`src/rtl/notch_coeff_sequencer_pkg.sv`:
```
// notch_coeff_sequencer_pkg: shared control bits, coefficient word indices and FSM states
package notch_coeff_sequencer_pkg;
  localparam int CTRL_COMMIT = 0;
  localparam int CTRL_CLEAR  = 1;
  localparam logic [2:0] LP1A_KX_R = 3'd0;
  localparam logic [2:0] LP1A_KX_I = 3'd1;
  localparam logic [2:0] LP1A_KY_R = 3'd2;
  localparam logic [2:0] LP1A_KY_I = 3'd3;
  localparam logic [2:0] LP1B_KX_R = 3'd4;
  localparam logic [2:0] LP1B_KX_I = 3'd5;
  localparam logic [2:0] LP1B_KY_R = 3'd6;
  localparam logic [2:0] LP1B_KY_I = 3'd7;
  typedef enum logic [1:0] {IDLE, WAIT_SYNC, WRITE, DONE} state_t;
endpackage

```
`src/rtl/notch_coeff_sequencer_if.sv`:
```
// notch_coeff_sequencer_if: local-bus, iq phase and coefficient port bundle
interface notch_coeff_sequencer_if #(parameter int DW = 18);
  logic [15:0]          lb_addr;
  logic [31:0]          lb_data;
  logic                 lb_write;
  logic                 iq;
  logic                 coef_we;
  logic [2:0]           coef_addr;
  logic signed [DW-1:0] coef_data;
  logic                 busy;
  logic                 done;
  logic                 overrun;
  logic                 timeout;
  modport master (output lb_addr, lb_data, lb_write, iq,
                  input  coef_we, coef_addr, coef_data, busy, done, overrun, timeout);
  modport slave  (input  lb_addr, lb_data, lb_write, iq,
                  output coef_we, coef_addr, coef_data, busy, done, overrun, timeout);
endinterface

```
`src/rtl/notch_coeff_stage.sv`:
```
// notch_coeff_stage: 8-word staging register file with local-bus write decode
module notch_coeff_stage #(
  parameter int DW   = 18,
  parameter int BASE = 0
) (
  input  logic                 clk,
  input  logic                 rst_n,
  input  logic [15:0]          lb_addr_i,
  input  logic [31:0]          lb_data_i,
  input  logic                 lb_write_i,
  input  logic [2:0]           rd_idx_i,
  output logic signed [DW-1:0] rd_data_o
);
  logic signed [DW-1:0] stage_q [8];
  logic [15:0] off;
  logic        hit;
  logic        unused_hi;
  assign off       = lb_addr_i - 16'(BASE);
  assign hit       = lb_write_i && off < 16'd8;
  assign rd_data_o = stage_q[rd_idx_i];
  assign unused_hi = ^lb_data_i[31:DW];
  always_ff @(posedge clk or negedge rst_n) begin
    if (!rst_n) begin
      for (int i = 0; i < 8; i++) stage_q[i] <= '0;
    end else if (hit) begin
      stage_q[off[2:0]] <= lb_data_i[DW-1:0];
    end
  end
endmodule

```
`src/rtl/notch_coeff_sequencer.sv`:
```
// notch_coeff_sequencer: replays staged coefficients as an 8-word burst aligned to the I/Q pair
module notch_coeff_sequencer
  import notch_coeff_sequencer_pkg::*;
#(
  parameter int DW           = 18,
  parameter int BASE         = 0,
  parameter int SYNC_TIMEOUT = 16
) (
  input logic clk,
  input logic rst_n,
  notch_coeff_sequencer_if.slave bus
);
  localparam int CW = $clog2(SYNC_TIMEOUT + 1);
  state_t               state_q;
  logic [CW-1:0]        cnt_q;
  logic                 coef_we_q, busy_q, done_q, overrun_q, timeout_q;
  logic [2:0]           coef_addr_q;
  logic signed [DW-1:0] coef_data_q;
  logic [2:0]           rd_idx_d;
  logic signed [DW-1:0] rd_data;
  logic                 ctrl_wr, commit, clear;
  assign ctrl_wr  = bus.lb_write && bus.lb_addr == 16'(BASE + 8);
  assign commit   = ctrl_wr && bus.lb_data[CTRL_COMMIT];
  assign clear    = ctrl_wr && bus.lb_data[CTRL_CLEAR];
  // staging is read at the edge that emits the word, so late writes still make it in
  assign rd_idx_d = state_q == WRITE ? coef_addr_q + 3'd1 : LP1A_KX_R;
  notch_coeff_stage #(.DW(DW), .BASE(BASE)) u_stage (
    .clk        (clk),
    .rst_n      (rst_n),
    .lb_addr_i  (bus.lb_addr),
    .lb_data_i  (bus.lb_data),
    .lb_write_i (bus.lb_write),
    .rd_idx_i   (rd_idx_d),
    .rd_data_o  (rd_data)
  );
  always_ff @(posedge clk or negedge rst_n) begin
    if (!rst_n) begin
      state_q     <= IDLE;
      cnt_q       <= '0;
      coef_we_q   <= 1'b0;
      coef_addr_q <= LP1A_KX_R;
      coef_data_q <= '0;
      busy_q      <= 1'b0;
      done_q      <= 1'b0;
      overrun_q   <= 1'b0;
      timeout_q   <= 1'b0;
    end else begin
      done_q    <= 1'b0;
      overrun_q <= (overrun_q && !clear) || (commit && state_q != IDLE);
      timeout_q <= timeout_q && !clear;
      case (state_q)
        IDLE: if (commit) begin
          state_q <= WAIT_SYNC;
          busy_q  <= 1'b1;
          cnt_q   <= '0;
        end
        WAIT_SYNC: if (bus.iq || cnt_q == CW'(SYNC_TIMEOUT - 1)) begin
          state_q     <= WRITE;
          coef_we_q   <= 1'b1;
          coef_addr_q <= LP1A_KX_R;
          coef_data_q <= rd_data;
          if (!bus.iq) timeout_q <= 1'b1;
        end else begin
          cnt_q <= cnt_q + 1'b1;
        end
        WRITE: if (coef_addr_q == LP1B_KY_I) begin
          state_q   <= DONE;
          coef_we_q <= 1'b0;
          busy_q    <= 1'b0;
          done_q    <= 1'b1;
        end else begin
          coef_addr_q <= rd_idx_d;
          coef_data_q <= rd_data;
        end
        DONE: state_q <= IDLE;
        default: state_q <= IDLE;
      endcase
    end
  end
  assign bus.coef_we   = coef_we_q;
  assign bus.coef_addr = coef_addr_q;
  assign bus.coef_data = coef_data_q;
  assign bus.busy      = busy_q;
  assign bus.done      = done_q;
  assign bus.overrun   = overrun_q;
  assign bus.timeout   = timeout_q;
endmodule

```
`src/flat_wrapper.sv`:
```
// flat-port wrapper written by rule: the top's interface ports become plain ports
module notch_coeff_sequencer_flat import notch_coeff_sequencer_pkg::*;
#(
  parameter int DW           = 18,
  parameter int BASE         = 0,
  parameter int SYNC_TIMEOUT = 16
)
  (clk, rst_n, bus_lb_addr, bus_lb_data, bus_lb_write, bus_iq, bus_coef_we, bus_coef_addr, bus_coef_data, bus_busy, bus_done, bus_overrun, bus_timeout);
  notch_coeff_sequencer_if #(.DW(DW)) bus_i ();
  input logic clk;
  input logic rst_n;
  input wire logic [$bits(bus_i.lb_addr)-1:0] bus_lb_addr;
  input wire logic [$bits(bus_i.lb_data)-1:0] bus_lb_data;
  input wire logic [$bits(bus_i.lb_write)-1:0] bus_lb_write;
  input wire logic [$bits(bus_i.iq)-1:0] bus_iq;
  output wire logic [$bits(bus_i.coef_we)-1:0] bus_coef_we;
  output wire logic [$bits(bus_i.coef_addr)-1:0] bus_coef_addr;
  output wire logic [$bits(bus_i.coef_data)-1:0] bus_coef_data;
  output wire logic [$bits(bus_i.busy)-1:0] bus_busy;
  output wire logic [$bits(bus_i.done)-1:0] bus_done;
  output wire logic [$bits(bus_i.overrun)-1:0] bus_overrun;
  output wire logic [$bits(bus_i.timeout)-1:0] bus_timeout;
  assign bus_i.lb_addr = bus_lb_addr;
  assign bus_i.lb_data = bus_lb_data;
  assign bus_i.lb_write = bus_lb_write;
  assign bus_i.iq = bus_iq;
  assign bus_coef_we = bus_i.coef_we;
  assign bus_coef_addr = bus_i.coef_addr;
  assign bus_coef_data = bus_i.coef_data;
  assign bus_busy = bus_i.busy;
  assign bus_done = bus_i.done;
  assign bus_overrun = bus_i.overrun;
  assign bus_timeout = bus_i.timeout;
  notch_coeff_sequencer #(.DW(DW), .BASE(BASE), .SYNC_TIMEOUT(SYNC_TIMEOUT)) u_core (.clk(clk), .rst_n(rst_n), .bus(bus_i));
endmodule
```
`config.mk`:
```
export PLATFORM = sky130hd
export DESIGN_NAME = notch_coeff_sequencer_flat
export DESIGN_NICKNAME = d
export VERILOG_FILES = /design/src/rtl/notch_coeff_sequencer_pkg.sv /design/src/rtl/notch_coeff_sequencer_if.sv /design/src/rtl/notch_coeff_stage.sv /design/src/rtl/notch_coeff_sequencer.sv /design/src/flat_wrapper.sv
export SDC_FILE = /design/constraint.sdc
export NUM_CORES = 1
export LEC_CHECK = 0
export BUFFER_PORTS_ARGS = -buffer_cell sky130_fd_sc_hd__buf_2
export CORE_ASPECT_RATIO = 0.75
export CORE_MARGIN = 1.5
export CORE_UTILIZATION = 50
export CTS_CLUSTER_DIAMETER = 80
export CTS_CLUSTER_SIZE = 30
export DETAILED_ROUTE_END_ITERATION = 12
export GPL_TIMING_DRIVEN = 0
export HOLD_SLACK_MARGIN = 0.02
export PLACE_DENSITY_LB_ADDON = 0.2
export SYNTH_ARGS = -nofsm -noshare
export SYNTH_HDL_FRONTEND = slang
export SYNTH_SLANG_ARGS = --single-unit
export TNS_END_PERCENT = 10
```
`constraint.sdc`:
```
create_clock -name clk -period 6.5 [get_ports clk]
set_input_delay 0.975 -clock clk [delete_from_list [all_inputs] [get_ports clk]]
set_output_delay 0.975 -clock clk [all_outputs]
set_load 0.02 [all_outputs]
```
Word-level counts from Yosys, hierarchy flattened
Index checks and enable logic that the tools add are counted.
{"block": "word_totals", "regBits": 177, "out_inout_bits": 26}
{"block": "classes", "add_sub_neg": 2, "magnitude_cmp": 4, "eq_ne": 11, "muxes": 30, "n_bitwise": 2, "reduce_logical": 21}
{"op": "bitwise mux 144 bit", "count": 1}
{"op": "two-way mux 18 bit", "count": 5}
{"op": "binary-select mux 18 bit (select 3 bit)", "count": 1}
{"op": "demux 18 bit (select 3 bit)", "count": 1}
{"op": "case mux 18 bit (2 select lines)", "count": 1}
{"op": "equality test 16 x 4 -> 1 bit, second input constant", "count": 1}
{"op": "< comparator 16 x 4 -> 1 bit, second input constant", "count": 1}
{"op": "AND reduction 3 bit", "count": 5}
{"op": "two-way mux 5 bit", "count": 2}
{"op": "case mux 5 bit (2 select lines)", "count": 1}
{"op": "two-way mux 3 bit", "count": 3}
{"op": ">= comparator 4 bit, second input constant", "count": 2}
{"op": "logical AND 1 bit", "count": 8}
{"op": "two-way mux 1 bit", "count": 8}
{"op": "inverter 3 -> 4 bit", "count": 2}
{"op": "case mux 2 bit (4 select lines)", "count": 1}
{"op": "nonzero test 2 bit", "count": 4}
{"op": "two-way mux 2 bit", "count": 3}
{"op": "inequality test 2 bit, second input constant", "count": 3}
{"op": "case mux 3 bit (2 select lines)", "count": 1}
{"op": "adder 5 x 1 -> 5 bit, second input constant", "count": 1}
{"op": "equality test 5 x 4 -> 1 bit, second input constant", "count": 1}
{"op": "equality test 2 bit, second input constant", "count": 2}
{"op": "< comparator 4 x 1 -> 1 bit, second input constant", "count": 1}
{"op": "other kinds (8)", "count": 11}

Depth between registers and ports, before layout
{"block": "depth", "depth_word": 8, "mapped_depth": 10, "ltp_nobuf": 8}

Hierarchy
Synthesis repeated with hierarchy kept, for this count alone.
{"block": "hier_totals", "hier_cells": 510, "hier_area_um2": 8177.8}
{"mod": "notch_coeff_stage", "n_inst": 1, "cells_each": 380, "area_per_inst_um2": 6606.3, "seq_area_each_um2": 3603.5}
{"mod": "notch_coeff_sequencer", "n_inst": 1, "cells_each": 130, "area_per_inst_um2": 1571.5, "seq_area_each_um2": 825.8}

Worst setup path after synthesis
Ideal clock, no wire load.
{"block": "synth_timing", "kind": "in2reg", "start": "in bus_lb_addr[12]", "end": "reg u_core.u_stage.stage_q[100] (netlist name)", "setup_time_ps": 125, "t_arrival_ps": 2804, "required_ps": 6375, "slack_ps": 3571, "cell_stages": 6, "path_buffers": 1, "path_cell_list": "nor4_4 -> nand4_4 -> or3b_4 -> nor3_4 -> buf_8 -> mux2_4"}
{"block": "synth_between", "elab_chain_cells": 2}
{"item": "start: declaration", "line_no": "flat_wrapper.sv:12", "source": "input wire logic [$bits(bus_i.lb_addr)-1:0] bus_lb_addr;"}
{"item": "< comparator 16 x 4 -> 1 bit", "line_no": "notch_coeff_stage.sv:19", "source": "assign hit = lb_write_i && off < 16'd8;"}
{"item": "logical AND 1 bit", "line_no": "notch_coeff_stage.sv:19"}
{"item": "end signal: indexed assignment", "line_no": "notch_coeff_stage.sv:26", "source": "stage_q[off[2:0]] <= lb_data_i[DW-1:0];"}
{"item": "end: declaration", "line_no": "notch_coeff_stage.sv:14", "source": "logic signed [DW-1:0] stage_q [8];"}
No other way between the ends.
A chain may end at the register's enable or synchronous reset.

Final worst setup path
{"block": "layout_timing", "start": "reg u_core.state_q[0]", "end": "reg u_core.coef_data_q[8] (netlist: u_core.bus.coef_data[8])"}
{"block": "layout_between", "elab_chain_cells": 8, "elab_cells_between_ends": 14, "cone_classes": "4 x eq/ne; 7 x mux; 1 x bitwise; 2 x reduce/logical"}
{"item": "start: declaration", "line_no": "notch_coeff_sequencer.sv:14", "source": "state_t state_q;"}
{"item": "start signal: assignment", "line_no": "notch_coeff_sequencer.sv:38", "source": "state_q <= IDLE;"}
{"item": "start signal: assignment", "line_no": "notch_coeff_sequencer.sv:53", "source": "state_q <= WAIT_SYNC;"}
{"item": "start signal: assignment", "line_no": "notch_coeff_sequencer.sv:58", "source": "state_q <= WRITE;"}
{"item": "equality test 2 bit", "line_no": "notch_coeff_sequencer.sv:26, notch_coeff_sequencer.sv:51"}
{"item": "two-way mux 3 bit", "line_no": "notch_coeff_sequencer.sv:26", "source": "assign rd_idx_d = state_q == WRITE ? coef_addr_q + 3'd1 : LP1A_KX_R;"}
{"item": "inverter 3 -> 4 bit (implied by the code)", "line_no": "notch_coeff_stage.sv:20", "source": "assign rd_data_o = stage_q[rd_idx_i];"}
{"item": "binary-select mux 18 bit (select 3 bit)", "line_no": "notch_coeff_stage.sv:20"}
{"item": "two-way mux 18 bit (implied by the code) (2 in a row)", "line_no": "notch_coeff_stage.sv:20"}
{"item": "two-way mux 18 bit, on equally long branches", "line_no": "notch_coeff_sequencer.sv:66, notch_coeff_sequencer.sv:57"}
{"item": "case mux 18 bit (2 select lines)", "line_no": "notch_coeff_sequencer.sv:51", "source": "case (state_q)"}
{"item": "end signal: assignment", "line_no": "notch_coeff_sequencer.sv:61", "source": "coef_data_q <= rd_data;"}
{"item": "end signal: assignment", "line_no": "notch_coeff_sequencer.sv:73", "source": "coef_data_q <= rd_data;"}
{"item": "end: declaration", "line_no": "notch_coeff_sequencer.sv:18", "source": "logic signed [DW-1:0] coef_data_q;"}
Parallel ways exist; a longest one is shown, timed or not. The select of a mux whose other input is x is not followed.

==> results by group <==
Yosys
  – Synthesis warning total: 0
  – Yosys reg bits: approximately 180
  – Post-synth EDFFs: 0
  – Sequential area share after synthesis: 0.537
  – Synth Net Count: 752
  – Post-Syn Area: 0.00825 mm2
  – Cells after synthesis: a little under 700
  – Library cells used by synthesis: between 40 and 50
  – Ys flop type: dfrtp_1
  – Avg Cell Area, Syn: about 12 um2
  – Async S/R FF share, synth: 1.00

CTS
  – Clk slew on worst S/H paths: 0.07 ns
  – Clk sinks: 177
  – Hold_buf cts: 0
  – Root Buffer: clkbuf_16
  – Clock Latency Late Sink: 0.43 ns
  – CTS resizes: 0
  – CTS tree: done
  – Setup Buffers After CTS: 0
  – Htree depth: 4
  – CTS buffer count: 17
  – Max clock buf depth: 2

Worst setup path
  – Worst reg2reg path startpoint: u_core.state_q[0]
  – Slowest CP cell: a311oi_1
  – Most used cell, CP: clkbuf_1
  – Crit path from: u_core.state_q[0]
  – Cell Chain, Critical Path: inv_1 -> ha_1 -> clkbuf_1 -> nor2b_1 -> clkbuf_1 -> clkbuf_1 -> nand2_1 -> a311oi_1 -> a21oi_1 -> o21ai_0
  – Critical Path RT: between 6 and 7 ns
  – Worst Setup End Kind: flop
  – Critical Path AT: 3.48 ns
  – Worst setup path category: flop to flop
  – Slowest Stage Delay on Critical Path: between 0.6 and 0.7 ns
  – CP max FO: 10
  – Critical path startpoint category: flop

Layout
  – Finished Cell Area: 0.00949 mm2
  – Share of layout cells above drive strength 1: 0.328
  – Antenna cells: 0
  – Area Overhead vs Synth: 15.1%
  – Layout net count: ~830
  – # fillers: roughly 1,200

Drt
  – Drt pass-1 iters: 7
  – DRC: 0
  – Routed vias/inst: about 5.8
  – WL/cell: 20.2 um
  – DR iter-0 viols: between 400 and 500
  – Post-DRT Antenna Nets: 0
  – Total number of vias: about 5,800
  – Total wire length: 20,100 um

Pwr
  – Peak VDD IR: roughly 0.17 mV
  – Power, Total: 0.00307 W
  – Clk network pwr share: 0.360
  – Reg power frac: 0.396
  – Static Leak: between 4 and 5 nW
  – PD cells: around 320 mW/mm2
  – Switching Power: 0.00103 W
  – Logic gate share of total power: 0.245
  – Sw Share: 0.336
  – Pint: ~0.0020 W

Floorplan
  – I/O pin count: a little under 80
  – Core Box Area: between 0.015 and 0.02 mm2
  – Initial Utilization: 0.513
  – Die area: about 0.017 mm2
  – DIE HEIGHT: 114 um
  – Cell row count: 40
  – Die X: approximately 150 um

Global route
  – Grt total ovfl: 0
  – Largest net degree at the start of global routing: roughly 110
  – Antenna violations before repair: 0
  – Total Routing Usage GR: 0.247
  – First-pass GRT wire length: around 32,000 um
  – Vias in the first global route: 5,958

STA
  – Final setup fails: 0
  – Setup WS post-layout: 3.37 ns
  – Unrepaired setup endpoints after global routing: false
  – Final max-slew violation count: 0
  – Fin. Hold Viols: 0
  – Least-Margin Pin Slew: a little over 0.9 ns
  – Slew margin rel.: 0.387
  – Final worst path period share: 0.482
  – Post-Route Setup TNS: 0 ns
  – Fmax: between 300 and 400 MHz
  – Final min period: roughly 3.1 ns
  – WHS: approximately 0.47 ns
  – Worst clock skew: 0.0103 ns

Placement
  – Post-DP Area: roughly 0.0089 mm2
  – PortBufs: between 60 and 70
  – Place WS: between 3 and 4 ns
  – DPL Wire Length: ~13,000 um
  – Global placement routability congestion: around 0.83

Outcome
  – Status: completed

Flow run
  – MaxCap Viol Count: 0

Worst hold path
  – Hold Path Class: flop to flop
  – Worst hold start: u_core.bus.overrun
metrics by stage:
stage / util / instances
2_1_floorplan: - / 693
3_3_place_gp: 0.549 / 964
3_5_place_dp: 0.551 / 965
4_1_cts: 0.591 / 997
5_1_grt: 0.591 / 997
6_report: 0.591 / 997
cells by family (layout without fill, tap and decap cells):
| family | after synthesis | count (layout) | share of synthesized area |
|---|---|---|---|
| DFF | 177 | 177 | 0.537 |
| buffers and inverters | 51 | 145 | 0.0259 |
| AOI/OAI and AO/OA | 129 | 129 | 0.103 |
| muxes | 145 | 145 | 0.203 |
| and+or+nand+nor | 184 | 184 | 0.120 |
| adders and majority gates | 7 | 7 | 0.0106 |
metal layers:
layer,vias up,GRT usage,routed length (um)
met2,177,0.378,9160
met4,0,0.0796,273
met5,-,0,0
li1,2667,-,-
met3,21,0.0554,1190
met1,2934,0.348,9510
power by group through the flow:
| stage | combinational [W] | sequential, W | clock [W] |
|---|---|---|---|
| 6_report | 0.000750 | 0.00121 | 0.00110 |
| 5_1_grt | 0.000822 | 0.00122 | 0.00117 |
| 4_1_cts | 0.000750 | 0.00121 | 0.00112 |
| 3_5_place_dp | 0.000745 | 0.00123 | 0 |
| 3_3_place_gp | 0.000723 | 0.00123 | 0 |
| 2_1_floorplan | 0.000381 | 0.00129 | 0 |
state kept, by name (all words and copies together) (netlist names):
name	flops
u_core.u_stage.stage_q	144
u_core.bus.coef_data	18
u_core.bus.overrun	1
u_core.bus.coef_addr	3
u_core.state_q	2
u_core.bus.timeout	1
u_core.bus.done	1
u_core.bus.coef_we	1
u_core.cnt_q	5
u_core.bus.busy	1
cell usage in the layout (no fill, tap or decap), types with 10 or more instances in the layout:
master,synthesis,final
a311oi_1,18,18
o21ai_0,25,25
clkbuf_1,36,38
dfrtp_1,177,177
mux2_4,10,10
a21oi_1,25,25
buf_2,6,66
nor2b_1,39,39
mux2_2,134,134
nand2_1,102,102
a31oi_1,18,18
a211oi_1,36,36
clkbuf_16,0,17
Yosys cell counts, types with 7 or more instances:
cell | count | share of area
dfrtp_1 | 177 | 0.54
mux2_2 | 134 | 0.18
nand2_1 | 102 | 0.046
nor2b_1 | 39 | 0.030
a211oi_1 | 36 | 0.033
clkbuf_1 | 36 | 0.016
a21oi_1 | 25 | 0.015
o21ai_0 | 25 | 0.015
a311oi_1 | 18 | 0.019
a31oi_1 | 18 | 0.014
mux2_4 | 10 | 0.018
ha_1 | 7 | 0.011
nor2_1 | 7 | 0.0032
area by class of cell:
type / count / area, um2 / area share
inverter: 6 / 22.5 / 0.00237
sequential: 177 / 4430 / 0.467
clock buffer: 21 / 460 / 0.0485
tap: 210 / 263 / 0.0277
clock inverter: 11 / 179 / 0.0188
multi-input combinational: 465 / 3600 / 0.380
timing repair buffer: 62 / 343 / 0.0361
buffer: 45 / 191 / 0.0202
path summary, 6_finish.rpt:
path                            slack, ns  cells after the start                          to
worst min register to register       0.47                      2          u_core.bus.overrun
worst max-delay path                 3.37                     10     u_core.bus.coef_data[8]
worst min-delay path                 0.47                      2          u_core.bus.overrun
min in group asynchronous            0.49                      1     u_core.bus.coef_data[2]
worst max register to register       3.37                     10     u_core.bus.coef_data[8]
max in group asynchronous            5.11                      2  u_core.u_stage.stage_q[33]
critical path, delay by kind of cell (launching register included):
family,cells,cell delay [ns]
AO/OA/AOI/OAI,3,0.93
adder cells (fa/ha/maj),1,0.14
AND/OR/NAND/NOR,2,0.27
flip-flops,1,0.40
buffers and inverters,4,1.30
Note: power is estimated with default switching activity, not from simulation.
